<file path="src/rtl/text_pixel_generator.sv">
// Text-mode pixel generator: fetches cell word and glyph row per 8-pixel cell,
// then serialises them into 1-bit RGB with underline, blink and delayed syncs.
module text_pixel_generator #(
  parameter int TEXT_COLS   = 100,
  parameter int TEXT_ROWS   = 60,
  parameter int CHAR_HEIGHT = 10,
  parameter int BLINK_BITS  = 6
) (
  input  logic        clk,
  input  logic        reset,
  input  logic        hsync_in,
  input  logic        vsync_in,
  input  logic        drawing,
  input  logic        clk_load_char,
  input  logic        clk_load_design,
  input  logic        clk_draw_char,
  input  logic [6:0]  xtext,
  input  logic [5:0]  ytext,
  input  logic [3:0]  scanline,
  output logic [12:0] text_addr,
  input  logic [15:0] text_data,
  output logic [11:0] font_addr,
  input  logic [7:0]  font_data,
  output logic        red,
  output logic        green,
  output logic        blue,
  output logic        hsync,
  output logic        vsync
);

  localparam logic [12:0] COLS_W  = 13'(TEXT_COLS);
  localparam logic [12:0] ROWS_W  = 13'(TEXT_ROWS);
  localparam logic [3:0]  UL_LINE = 4'(CHAR_HEIGHT - 1);

  logic [12:0]           addr_s;
  logic [7:0]            pend_attr_r;
  logic [7:0]            pend_pattern_r;
  logic                  design_d1_r;
  logic                  design_d2_r;
  logic [7:0]            shift_r;
  logic [7:0]            cur_attr_r;
  logic                  cur_underline_r;
  logic                  vsync_prev_r;
  logic [BLINK_BITS-1:0] frame_cnt_r;

  logic       pat_bit_s;
  logic [7:0] attr_s;
  logic       ul_line_s;
  logic [2:0] fg_s;
  logic [2:0] bg_s;
  logic       on_s;
  logic [2:0] colour_s;

  // Cell address; coordinates outside the grid fall back to address 0
  always_comb begin
    addr_s = 13'd0;
    if (({7'd0, ytext} < ROWS_W) && ({6'd0, xtext} < COLS_W)) begin
      addr_s = ({7'd0, ytext} * COLS_W) + {6'd0, xtext};
    end else begin
      addr_s = 13'd0;
    end
  end

  // Fetch pipeline: font_addr takes the character straight from the RAM word
  // so the glyph lookup always belongs to the cell just read
  always_ff @(posedge clk) begin
    if (reset) begin
      text_addr      <= 13'd0;
      font_addr      <= 12'd0;
      pend_attr_r    <= 8'd0;
      pend_pattern_r <= 8'd0;
      design_d1_r    <= 1'b0;
      design_d2_r    <= 1'b0;
    end else begin
      if (clk_load_char) begin
        text_addr <= addr_s;
      end
      if (clk_load_design) begin
        pend_attr_r <= text_data[15:8];
        font_addr   <= {text_data[7:0], scanline};
      end
      design_d1_r <= clk_load_design;
      design_d2_r <= design_d1_r;
      if (design_d2_r) begin
        pend_pattern_r <= font_data;
      end
    end
  end

  // Shifter: bit 7 of the new pattern is emitted in the draw cycle itself,
  // so the register is loaded already advanced by one pixel
  always_ff @(posedge clk) begin
    if (reset) begin
      shift_r         <= 8'd0;
      cur_attr_r      <= 8'd0;
      cur_underline_r <= 1'b0;
    end else if (clk_draw_char) begin
      shift_r         <= {pend_pattern_r[6:0], 1'b0};
      cur_attr_r      <= pend_attr_r;
      cur_underline_r <= (scanline == UL_LINE);
    end else begin
      shift_r <= {shift_r[6:0], 1'b0};
    end
  end

  // Pixel colour selection
  always_comb begin
    pat_bit_s = shift_r[7];
    attr_s    = cur_attr_r;
    ul_line_s = cur_underline_r;
    if (clk_draw_char) begin
      pat_bit_s = pend_pattern_r[7];
      attr_s    = pend_attr_r;
      ul_line_s = (scanline == UL_LINE);
    end else begin
      pat_bit_s = shift_r[7];
      attr_s    = cur_attr_r;
      ul_line_s = cur_underline_r;
    end
    bg_s = attr_s[5:3];
    if (attr_s[7] && frame_cnt_r[BLINK_BITS-1]) begin
      fg_s = attr_s[5:3];
    end else begin
      fg_s = attr_s[2:0];
    end
    on_s = pat_bit_s | (attr_s[6] & ul_line_s);
    if (on_s) begin
      colour_s = fg_s;
    end else begin
      colour_s = bg_s;
    end
  end

  // Output register, sync delay and frame counter on vsync falling edge
  always_ff @(posedge clk) begin
    if (reset) begin
      red          <= 1'b0;
      green        <= 1'b0;
      blue         <= 1'b0;
      hsync        <= 1'b1;
      vsync        <= 1'b1;
      vsync_prev_r <= 1'b1;
      frame_cnt_r  <= '0;
    end else begin
      if (drawing) begin
        {red, green, blue} <= colour_s;
      end else begin
        {red, green, blue} <= 3'b000;
      end
      hsync        <= hsync_in;
      vsync        <= vsync_in;
      vsync_prev_r <= vsync_in;
      if (vsync_prev_r && !vsync_in) begin
        frame_cnt_r <= frame_cnt_r + {{(BLINK_BITS-1){1'b0}}, 1'b1};
      end
    end
  end

endmodule

</file>
<file path="config.mk">
export PLATFORM = sky130hd
export DESIGN_NAME = text_pixel_generator
export DESIGN_NICKNAME = d
export VERILOG_FILES = /design/src/rtl/text_pixel_generator.sv
export SDC_FILE = /design/constraint.sdc
export NUM_CORES = 1
export LEC_CHECK = 0
export BUFFER_PORTS_ARGS = -buffer_cell sky130_fd_sc_hd__buf_2
export CORE_MARGIN = 1
export CORE_UTILIZATION = 48
export CTS_BUF_LIST = sky130_fd_sc_hd__clkbuf_4 sky130_fd_sc_hd__clkbuf_8 sky130_fd_sc_hd__clkbuf_16
export CTS_CLUSTER_DIAMETER = 50
export DETAILED_ROUTE_END_ITERATION = 8
export PLACE_DENSITY_LB_ADDON = 0.08
export SYNTH_ARGS = -nofsm -noshare
export SYNTH_HDL_FRONTEND = slang
export SYNTH_SLANG_ARGS = --single-unit
</file>
<file path="constraint.sdc">
create_clock -name clk -period 3.1 [get_ports clk]
set_clock_uncertainty 0.1 [all_clocks]
set_input_delay 0.465 -clock clk [delete_from_list [all_inputs] [get_ports clk]]
set_output_delay 0.465 -clock clk [all_outputs]
set_load 0.01 [all_outputs]
</file>
==> run_results.csv, run 1 <==
group,metric,value,unit
setup_path,arrival,2.98,ns
clock_network,postCtsSetupBuffers,0,
synthesis,netlist_area,3320,sq um
die,io_pins,79,
drt,wirelength,6.19,mm
global_routing,grt_pass1_wl,10.6,mm
sta,slew_headroom,48.3,%
sta,setup_viol,0,
clock_network,numClockSinks,70,
clock_network,clock_latency,0.34,ns
sta,rsz0062_at_grt,"no",
clock_network,cts_tree,"done",
power,powerDensity,565,nW/um^2
setup_path,crit_required,3.22,ns
drt,post_drt_wl_per_cell,12.3,microns
finish,area_growth_syn_to_layout,20.2,%
finish,antenna-diode-count,0,
synthesis,syn_inst,343,
drt,ant_nets,0,
clock_network,path_clk_slew,0.07,ns
synthesis,yosys_warnings,0,
sta,layout_setup_ws,0.246,ns
finish,drive_gt1_share,25.4,%
global_routing,grt_pass1_vias,2479,
setup_path,cp-end-kind,"register",
place,portBuffers,78,
clock_network,cts-resized-gates,0,
synthesis,synth_flop_cell,"dfxtp_1",
global_routing,grt_remaining_overflow,0,
drt,drt_iter0_drc,58,
sta,hold_violations,0,
power,vdd_drop_max,317,uV
setup_path,critPathMaxFanout,3,
finish,nets,501,
drt,remaining_drc_errors,0,
drt,firstDrtPassIters,4,
clock_network,cts_root_buf,"clkbuf_8",
place,place.gp.congestion,0.786,
place,place_ws,-0.0951,ns
synthesis,async_reset_ff_share,0,%
setup_path,critPathKind,"in2reg",
sta,fin_crit_sh,92.1,%
die,core,6530,sq um
global_routing,grt_antenna_before_repair,0,
sta,timing.fmax,350,MHz
min_path,hold_class,"in2reg",
synthesis,synth-seq-cells,70,
run,cap_violations,0,
sta,setup-tns-final,0,ns
synthesis,ys_types,43,
synthesis,synth_nets,423,
global_routing,grt_usage,18.6,%
global_routing,grt_max_degree,46,
drt,vias,2551,
clock_network,cts_buffer_depth,2,
synthesis,synth_area_per_cell,9.69,sq um
status,status,"completed",
clock_network,htreeDepth,3,
clock_network,postCtsHoldBufs,0,
sta,tightest_slew,0.776,ns
clock_network,cts-buffers-inserted,9,
sta,fin_crit,2.85,ns
die,die_y,85.2,microns
die,dieArea,7260,sq um
finish,fillers,584,
synthesis,synth-seq-area-share,42.2,%
synthesis,synth-edff-count,0,
die,num_rows,29,
setup_path,cp-start-kind,"input port",
die,chipWidth,85.2,microns
sta,drv_slew,0,
power,power.leakage,1.89,nW
place,dp_hpwl,4.64,mm
drt,viasPerCell,5.07,
die,start_util,50.9,%
layout make-up:
type	count	area (sq um)	area share [%]
sequential	70	1400	35.1
clock buffer	10	131	3.29
timing repair buffer	82	420	10.5
tap	77	96.3	2.41
inverter	7	26.3	0.658
clock inverter	6	93.8	2.35
multi-input combinational	251	1830	45.7
path summary, 6_finish.rpt:
| check | slack [ns] | end | start | depth (start not counted) |
|---|---|---|---|---|
| min reg2reg | 0.33 | shift_r[1] | pend_pattern_r[0] | 2 |
| min | 0.21 | hsync | hsync_in | 2 |
| max | 0.25 | text_addr[12] | ytext[1] | 12 |
| max reg2reg | 1.47 | frame_cnt_r[5] | vsync_prev_r | 4 |
registers in the layout (all words and copies together) (netlist names), 6 cells and up:
register,flops
cur_attr_r,8
pend_attr_r,8
text_addr,13
font_addr,12
pend_pattern_r,8
shift_r,7
frame_cnt_r,6
metrics by stage:
stage | utilization (%) | std cells | total power [mW] | cell area, sq um | hold slack (ns)
finish | 61.2 | 503 | 2.26 | 4000 | 0.209
global route | 61.2 | 503 | 2.39 | 4000 | 0.205
CTS | 61.2 | 503 | 2.29 | 4000 | 0.191
detailed placement | 57.7 | 487 | 1.47 | 3770 | 0.323
global placement | 57.7 | 487 | 1.46 | 3770 | 0.317
floorplan | - | 343 | 1.33 | 3320 | 0.309
critical path: stages:
cell	delay (ns)
buf_2	0.12
ha_1	0.29
ha_1	0.29
ha_1	0.30
inv_1	0.06
fa_1	0.45
nand2b_1	0.18
a21oi_1	0.18
o32ai_1	0.11
a311oi_1	0.26
xor2_1	0.19
o21ai_1	0.07
report_power, final:
group	switching, mW	total (mW)	internal (mW)
combinational	0.250	0.470	0.220
clock	0.346	0.813	0.467
sequential	0.0249	0.974	0.949
layout by cell type (no fill, tap or decap), types with 2 or more instances in the layout:
cell / n
bufinv_16: 2
nor2b_1: 13
o21ai_1: 3
o211ai_1: 2
a21oi_1: 17
or3_1: 2
nand2b_1: 3
nor2_1: 67
clkbuf_8: 9
ha_1: 29
fa_1: 2
nand4_1: 3
buf_4: 4
xor2_1: 11
dfxtp_1: 70
buf_2: 78
o21ai_0: 9
a311oi_1: 4
clkinv_4: 2
inv_1: 7
xnor2_1: 5
nand2_1: 13
or2_2: 2
and2_1: 3
mux2i_1: 45
layer usage:
layer | wire, microns | up-vias | part of all wire (%) | GRT usage [%]
met3 | 388 | 8 | 6.3 | 5.45
li1 | - | 1333 | - | -
met5 | 0 | - | 0 | 0
met2 | 2700 | 63 | 44 | 29.9
met4 | 90 | 0 | 1.5 | 8.78
met1 | 3010 | 1147 | 49 | 22.9
synthesized netlist by cell type, drive strengths merged (2+ instances only):
cell type | number | area [sq um]
a21oi | 17 | 85.1
buf | 7 | 41.3
mux2i | 45 | 450
a211oi | 2 | 27.5
and2 | 3 | 18.8
inv | 7 | 26.3
or2 | 2 | 12.5
or3 | 2 | 12.5
nor2b | 13 | 81.3
nor2 | 68 | 258
fa | 2 | 40.0
o211ai | 2 | 15.0
ha | 29 | 363
o21ai | 13 | 68.8
dfxtp | 70 | 1400
a311oi | 4 | 35.0
nand2 | 13 | 48.8
xor2 | 11 | 96.3
xnor2 | 5 | 43.8
nand4 | 3 | 18.8
clkbuf | 8 | 30.0
nand2b | 4 | 27.5
cell families (layout without fill, tap and decap cells):
logic type | count (synthesis) | in the layout | synth area share [%]
AOI/OAI and AO/OA | 42 | 42 | 8.02
muxes | 45 | 45 | 13.5
buffers and inverters | 22 | 105 | 2.94
DFF | 70 | 70 | 42.2
xor gates and xnor gates | 16 | 16 | 4.22
adders and majority gates | 31 | 31 | 12.1
and+or+nand+nor | 117 | 117 | 17.0
No activity file was read; power rests on OpenSTA's default activity.
==> run 2: changes to the inputs <==
--- a/config.mk
+++ b/config.mk
@@ -5,9 +5,12 @@
 export SDC_FILE = /design/constraint.sdc
 export NUM_CORES = 1
 export LEC_CHECK = 0
+export ABC_AREA = 1
 export BUFFER_PORTS_ARGS = -buffer_cell sky130_fd_sc_hd__buf_2
+export CELL_PAD_IN_SITES_DETAIL_PLACEMENT = 1
+export CELL_PAD_IN_SITES_GLOBAL_PLACEMENT = 2
 export CORE_MARGIN = 1
-export CORE_UTILIZATION = 48
+export CORE_UTILIZATION = 30
 export CTS_BUF_LIST = sky130_fd_sc_hd__clkbuf_4 sky130_fd_sc_hd__clkbuf_8 sky130_fd_sc_hd__clkbuf_16
 export CTS_CLUSTER_DIAMETER = 50
 export DETAILED_ROUTE_END_ITERATION = 8
==> constraint.sdc (replaced) <==
create_clock -name clk -period 3.05 [get_ports clk]
set_clock_uncertainty 0.1 [all_clocks]
set_input_delay 0.4575 -clock clk [delete_from_list [all_inputs] [get_ports clk]]
set_output_delay 0.4575 -clock clk [all_outputs]
set_load 0.01 [all_outputs]
==> run 2 against run 1 <==
Register-to-register slack improved by 0.14 ns. Design area increased by 0.69%. Routed wire length up 34%. Synthesized cell count increased by 25%. Worst hold slack got worse by 0.019 ns. Critical path type unchanged. Highest routed layer unchanged.
==> run_results.csv, run 2 <==
group,metric,value,unit
status,status,"completed",
finish,area_growth_syn_to_layout,21.0,%
clock_network,htreeDepth,3,
clock_network,cts-resized-gates,0,
drt,wirelength_met1,4.00,mm
sta,fin_crit_sh,89.3,%
die,dieArea,11500,sq um
synthesis,synthMuxAreaShare,0,%
setup_path,crit_chain,"buf_2, ha_1, ha_1, ha_1, inv_1, fa_1, inv_1, nand2_1, nand2_2, nor2_4, nand3_4, nor2_4, a21oi_1, o21ai_0, a21oi_1",
power,vdd_drop_max,331,uV
synthesis,syn_inst,428,
die,io_pins,79,
clock_network,cts_root_buf,"clkbuf_8",
finish,final_cell_mix,"buf_2 (78), nor2_1 (71), dfxtp_1 (70), nand2_1 (59), o21ai_0 (47)",
place,dpl_cell_area,3840,sq um
clock_network,postCtsSetupBuffers,0,
drt,firstDrtPassIters,4,
synthesis,netlist_area,3330,sq um
clock_network,numClockSinks,70,
drt,wl_met2,3.80,mm
synthesis,synth_area_per_cell,7.77,sq um
synthesis,yosysMostFrequentCell,"nor2_1",
sta,timing.fmax,367,MHz
finish,antenna-diode-count,0,
sta,setup-tns-final,0,ns
setup_path,critPathKind,"in2reg",
drt,vias,2995,
drt,ant_nets,0,
sta,setup_viol,0,
clock_network,path_clk_slew,0.08,ns
drt,routed-wl-met3,372,microns
setup_path,critPathMaxFanout,4,
global_routing,grt_pass1_vias,3130,
setup_path,critical_path.most_common_cell,"ha_1",
finish,largest_reg_flops,13,
setup_path,path_delay_family,"adder cells",
drt,wirelength,8.30,mm
global_routing,grt_max_degree,41,
synthesis,yosys-top-cells-area,"dfxtp_1 (42%), ha_1 (11%), nor2_1 (8.0%)",
global_routing,grt_antenna_before_repair,0,
die,start_util,30.7,%
sta,rsz0062_at_grt,"no",
drt,drt_iter0_drc,113,
finish,nets,587,
synthesis,synth.largest_area_cell,"dfxtp_1",
drt,post_drt_wl_per_cell,12.7,microns
min_path,hold_class,"in2reg",
synthesis,yosys.area_share.simple,21.1,%
global_routing,grt_usage,15.9,%
synthesis,ys_types,35,
die,chipWidth,107,microns
clock_network,cts_tree,"done",
sta,fin_crit,2.72,ns
setup_path,arrival,2.90,ns
die,die_y,107,microns
place,portBuffers,78,
die,num_rows,38,
sta,slew_headroom,67.3,%
drt,top_layer,"met4",
setup_path,cpMaxStageDelayCell,"fa_1",
sta,tightest_slew,0.490,ns
synthesis,synth-seq-cells,70,
synthesis,async_reset_ff_share,0,%
setup_path,crit_required,3.23,ns
power,total_power,2.18,mW
die,core,10800,sq um
synthesis,synth_nets,508,
synthesis,synth_flop_cell,"dfxtp_1",
sta,hold_violations,0,
finish,layout_commonest_cell,"buf_2",
finish,postLayoutCellArea,4020,sq um
finish,drive_gt1_share,23.0,%
synthesis,synth_fa_ha_area_share,12.1,%
power,powerDensity,542,nW/um^2
synthesis,synth-seq-area-share,42.1,%
drt,remaining_drc_errors,0,
sta,drv_slew,0,
synthesis,netlist_top_cells_count,"nor2_1 (71), dfxtp_1 (70), nand2_1 (59)",
global_routing,grt_remaining_overflow,0,
synthesis,synth_compound_area_share,16.0,%
clock_network,cts_buffer_depth,2,
run,cap_violations,0,
setup_path,cpPeakStageDelay,0.46,ns
synthesis,synth_xor_area_share,0.752,%
synthesis,synth_top_family_by_area,"simple AND/OR/NAND/NOR gates",
setup_path,cp_num_buf_inv,3,
power,power.leakage,1.95,nW
place,dp_hpwl,6.19,mm
drt,viasPerCell,4.59,
finish,reg_top3,"text_addr (13), font_addr (12)",
setup_path,cp-end-kind,"register",
setup_path,cp-start-kind,"input port",
synthesis,yosys_warnings,0,
clock_network,cts-buffers-inserted,9,
synthesis,yosysTopAreaCellShare,42.1,%
finish,top_register,"text_addr",
clock_network,postCtsHoldBufs,0,
global_routing,grt_pass1_wl,14.4,mm
place,place.gp.congestion,0.714,
clock_network,clock_latency,0.35,ns
synthesis,synth-edff-count,0,
[run 2: changes by cell type after synthesis, sizes merged, moves of 4 or more]
cell / previous run / this run
a21oi: 17 / 41
a311oi: 4 / 0
clkinv: 0 / 4
inv: 7 / 45
mux2i: 45 / 0
nand2: 13 / 62
nand2b: 4 / 0
nand3: 1 / 18
nor2: 68 / 74
nor2b: 13 / 0
o21ai: 13 / 52
xnor2: 5 / 1
xor2: 11 / 1
[run 2: worst paths after layout]
path	from	end	slack [ns]	depth (start not counted)
worst min register to register	design_d1_r	design_d2_r	0.31	2
worst min-delay path	hsync_in	hsync	0.19	2
worst max register to register	vsync_prev_r	frame_cnt_r[5]	1.61	7
worst max-delay path	ytext[1]	text_addr[10]	0.33	15
[run 2: kinds of logic (layout without fill, tap and decap cells)]
group                    count (synthesis)  count (layout)
AND/OR/NAND/NOR                        163             163
AO/OA/AOI/OAI                           99              99
flip-flops                              70              70
buffers and inverters                   63             147
adder cells (fa/ha/maj)                 31              31
XOR/XNOR                                 2               2
[run 2: cell type report]
class,count,area [sq um]
Clock buffer,11,145
Fill cell,1354,6820
Sequential cell,70,1400
Clock inverter,5,33.8
Tap cell,140,175
Multi-Input combinational cell,295,1660
Inverter,49,184
Timing Repair Buffer,82,420
[run 2: routing by layer]
layer | up-vias | global-route usage (%)
met2 | 55 | 26.1
met1 | 1382 | 19.9
li1 | 1547 | -
met4 | 0 | 6.16
met3 | 11 | 4.06
met5 | - | 0
[run 2: power breakdown]
group | switching [mW] | total [mW] | internal [mW]
clock | 0.358 | 0.684 | 0.326
combinational | 0.302 | 0.497 | 0.195
sequential | 0.0239 | 0.998 | 0.974
[run 2: metrics by stage]
stage / hold slack, ns / util, % / worst slack [ns] / std cells
global route: 0.187 / 37.1 / 0.165 / 652
finish: 0.189 / 37.1 / 0.326 / 652
CTS: 0.165 / 37.1 / 0.325 / 652
detailed placement: 0.304 / 35.5 / -0.0569 / 636
global placement: 0.297 / 35.5 / 0.0286 / 636
floorplan: 0.288 / - / 0.301 / 428
==> run 3: changes to the inputs <==
--- a/config.mk
+++ b/config.mk
@@ -7,6 +7,7 @@
 export LEC_CHECK = 0
 export ABC_AREA = 1
 export BUFFER_PORTS_ARGS = -buffer_cell sky130_fd_sc_hd__buf_2
+export CAP_MARGIN = 10
 export CELL_PAD_IN_SITES_DETAIL_PLACEMENT = 1
 export CELL_PAD_IN_SITES_GLOBAL_PLACEMENT = 2
 export CORE_MARGIN = 1
@@ -15,6 +16,7 @@
 export CTS_CLUSTER_DIAMETER = 50
 export DETAILED_ROUTE_END_ITERATION = 8
 export PLACE_DENSITY_LB_ADDON = 0.08
+export REMOVE_ABC_BUFFERS = 1
 export SYNTH_ARGS = -nofsm -noshare
 export SYNTH_HDL_FRONTEND = slang
 export SYNTH_SLANG_ARGS = --single-unit
==> run 3 against run 2 <==
Sequential share of layout area about the same. Die area stayed put. Final cell count unchanged. Critical path depth stayed put. Maximum frequency grew 2.2%. Clock-buffer cell count is the same. Power fell by 0.28%. Global-route usage is 0.27 points lower. Clock power is 1% lower.
==> run_results.csv, run 3 (synthesis results as in run 2) <==
group,metric,value,unit
status,status,"completed",
clock_network,htreeDepth,3,
sta,timing.fmax,375,MHz
clock_network,numClockSinks,70,
die,dieArea,11500,sq um
global_routing,grt_max_degree,31,
clock_network,path_clk_slew,0.07,ns
finish,nets,588,
sta,drv_slew,0,
die,start_util,30.7,%
global_routing,grt_util_met1,18.9,%
setup_path,reg2reg_to,"frame_cnt_r[5]",
global_routing,grt_usage,15.6,%
setup_path,critical_path.most_common_cell,"ha_1",
clock_network,cts_buffer_depth,2,
min_path,hold_class,"in2reg",
setup_path,cp-end-kind,"register",
global_routing,met2_usage,25.6,%
sta,slew_headroom,69.5,%
power,powerDensity,540,nW/um^2
drt,firstDrtPassIters,4,
finish,seqCellArea,1400,sq um
finish,reg_top3,"text_addr (13), font_addr (12)",
drt,wirelength,8.03,mm
setup_path,cp-endpoint,"text_addr[11]",
drt,drt_iter0_drc,70,
finish,multi_input_area,1660,sq um
power,power.leakage,1.96,nW
setup_path,critPathKind,"in2reg",
finish,layout_commonest_cell,"buf_2",
sta,tightest_slew,0.458,ns
power,p_switching,672,uW
power,p_int,1.50,mW
clock_network,postCtsSetupBuffers,0,
power,p_clk_share,31.2,%
sta,setup-tns-final,0,ns
power,vdd_drop_max,247,uV
clock_network,cts_tree,"done",
global_routing,grt_antenna_before_repair,0,
clock_network,postCtsHoldBufs,0,
sta,rsz0062_at_grt,"no",
finish,area_growth_syn_to_layout,21.0,%
finish,largest_reg_flops,13,
global_routing,grt_pass1_vias,2986,
setup_path,cp-start-kind,"input port",
setup_path,crit_start,"ytext[1]",
finish,final_util,37.1,%
clock_network,clock_latency,0.36,ns
sta,setup_viol,0,
sta,hold_violations,0,
place,dp_hpwl,6.08,mm
finish,antenna-diode-count,0,
sta,fin_crit_sh,87.4,%
setup_path,arrival,2.86,ns
drt,remaining_drc_errors,0,
global_routing,grt_pass1_wl,13.8,mm
clock_network,cts-resized-gates,0,
die,die_y,107,microns
global_routing,grt_busiest_layer,"met2",
die,num_rows,38,
sta,fin_crit,2.67,ns
setup_path,critPathMaxFanout,3,
power,switching_share,30.9,%
setup_path,ff2ff_path_depth,7,
setup_path,reg2reg_from,"vsync_prev_r",
finish,final_cell_mix,"buf_2 (78), nor2_1 (71), dfxtp_1 (70), nand2_1 (59), o21ai_0 (47)",
drt,post_drt_wl_per_cell,12.3,microns
setup_path,crit_required,3.24,ns
die,io_pins,79,
setup_path,cpPeakStageDelay,0.46,ns
clock_network,cts_root_buf,"clkbuf_8",
power,comb_power_share,22.9,%
setup_path,crit_chain,"buf_2, ha_1, ha_1, ha_1, inv_1, fa_1, nand2_2, nand2_2, nor2_4, nand3_4, nor2_2, nand2_1, nand3_1, nand3_1, a21oi_2",
drt,viasPerCell,4.54,
place,portBuffers,78,
place,place.gp.congestion,0.753,
die,core,10800,sq um
drt,ant_nets,0,
finish,fillers,1380,
min_path,min_from,"hsync_in",
global_routing,grt.met3_usage,5.81,%
global_routing,grt_remaining_overflow,0,
finish,drive_gt1_share,23.0,%
die,chipWidth,107,microns
run,cap_violations,0,
power,pwr-share-seq,45.9,%
setup_path,cpMaxStageDelayCell,"fa_1",
drt,vias,2961,
setup_path,rrSetupSlack,1.58,ns
finish,top_register,"text_addr",
clock_network,cts-buffers-inserted,9,
[run 3: changes by cell type in the layout (fill, tap and decap cells not counted), sizes merged]
cell / previous run / this run
buf: 82 / 83
clkinv: 6 / 7
clkinvlp: 2 / 1
inv: 46 / 45
[run 3: power groups by stage]
| stage | Clock, mW | Sequential [mW] | Combinational, mW |
|---|---|---|---|
| 3_3_place_gp | 0 | 1.02 | 0.501 |
| 6_report | 0.677 | 0.999 | 0.498 |
| 5_1_grt | 0.755 | 1.01 | 0.575 |
| 4_1_cts | 0.717 | 1.00 | 0.510 |
| 3_5_place_dp | 0 | 1.02 | 0.507 |
| 2_1_floorplan | 0 | 1.03 | 0.321 |
[run 3: layout make-up]
type                    count  area share (%)
clock buffers              11            3.76
clock inverters             4           0.560
inverters                  49            4.57
multi-input cells         295            41.3
flip-flops and latches     70            34.8
well taps                 140            4.35
repair buffers             83            10.6
[run 3: routing by layer]
layer  vias to the layer above  routed length, microns
li1                       1549                       -
met5                         -                       0
met3                         8                     438
met4                         0                     114
met2                        54                    3690
met1                      1350                    3790
[run 3: how the worst min path moves through the flow]
stage	slack, ns	cells after the start	end
6_report	0.18	2	hsync
5_1_grt	0.17	2	hsync
4_1_cts	0.16	2	hsync
3_5_place_dp	0.31	2	design_d2_r
3_3_place_gp	0.31	2	shift_r[1]
2_1_floorplan	0.29	2	design_d2_r
[run 3: stage by stage]
stage / cell area [sq um] / hold slack (ns) / instances / power (mW) / setup WS [ns]
2_1_floorplan: 3250 / 0.288 / 414 / 1.35 / 0.301
3_3_place_gp: 3850 / 0.311 / 637 / 1.52 / 0.0506
3_5_place_dp: 3850 / 0.309 / 637 / 1.53 / 0.00916
4_1_cts: 4030 / 0.155 / 652 / 2.23 / 0.388
5_1_grt: 4030 / 0.173 / 652 / 2.34 / 0.195
6_report: 4030 / 0.183 / 652 / 2.17 / 0.385
[run 3: critical path, delay by kind of cell]
family | cells | cell delay (ns)
fa+ha+maj | 4 | 1.35
simple gates | 8 | 0.75
buf+inv | 2 | 0.18
compound gates | 1 | 0.11
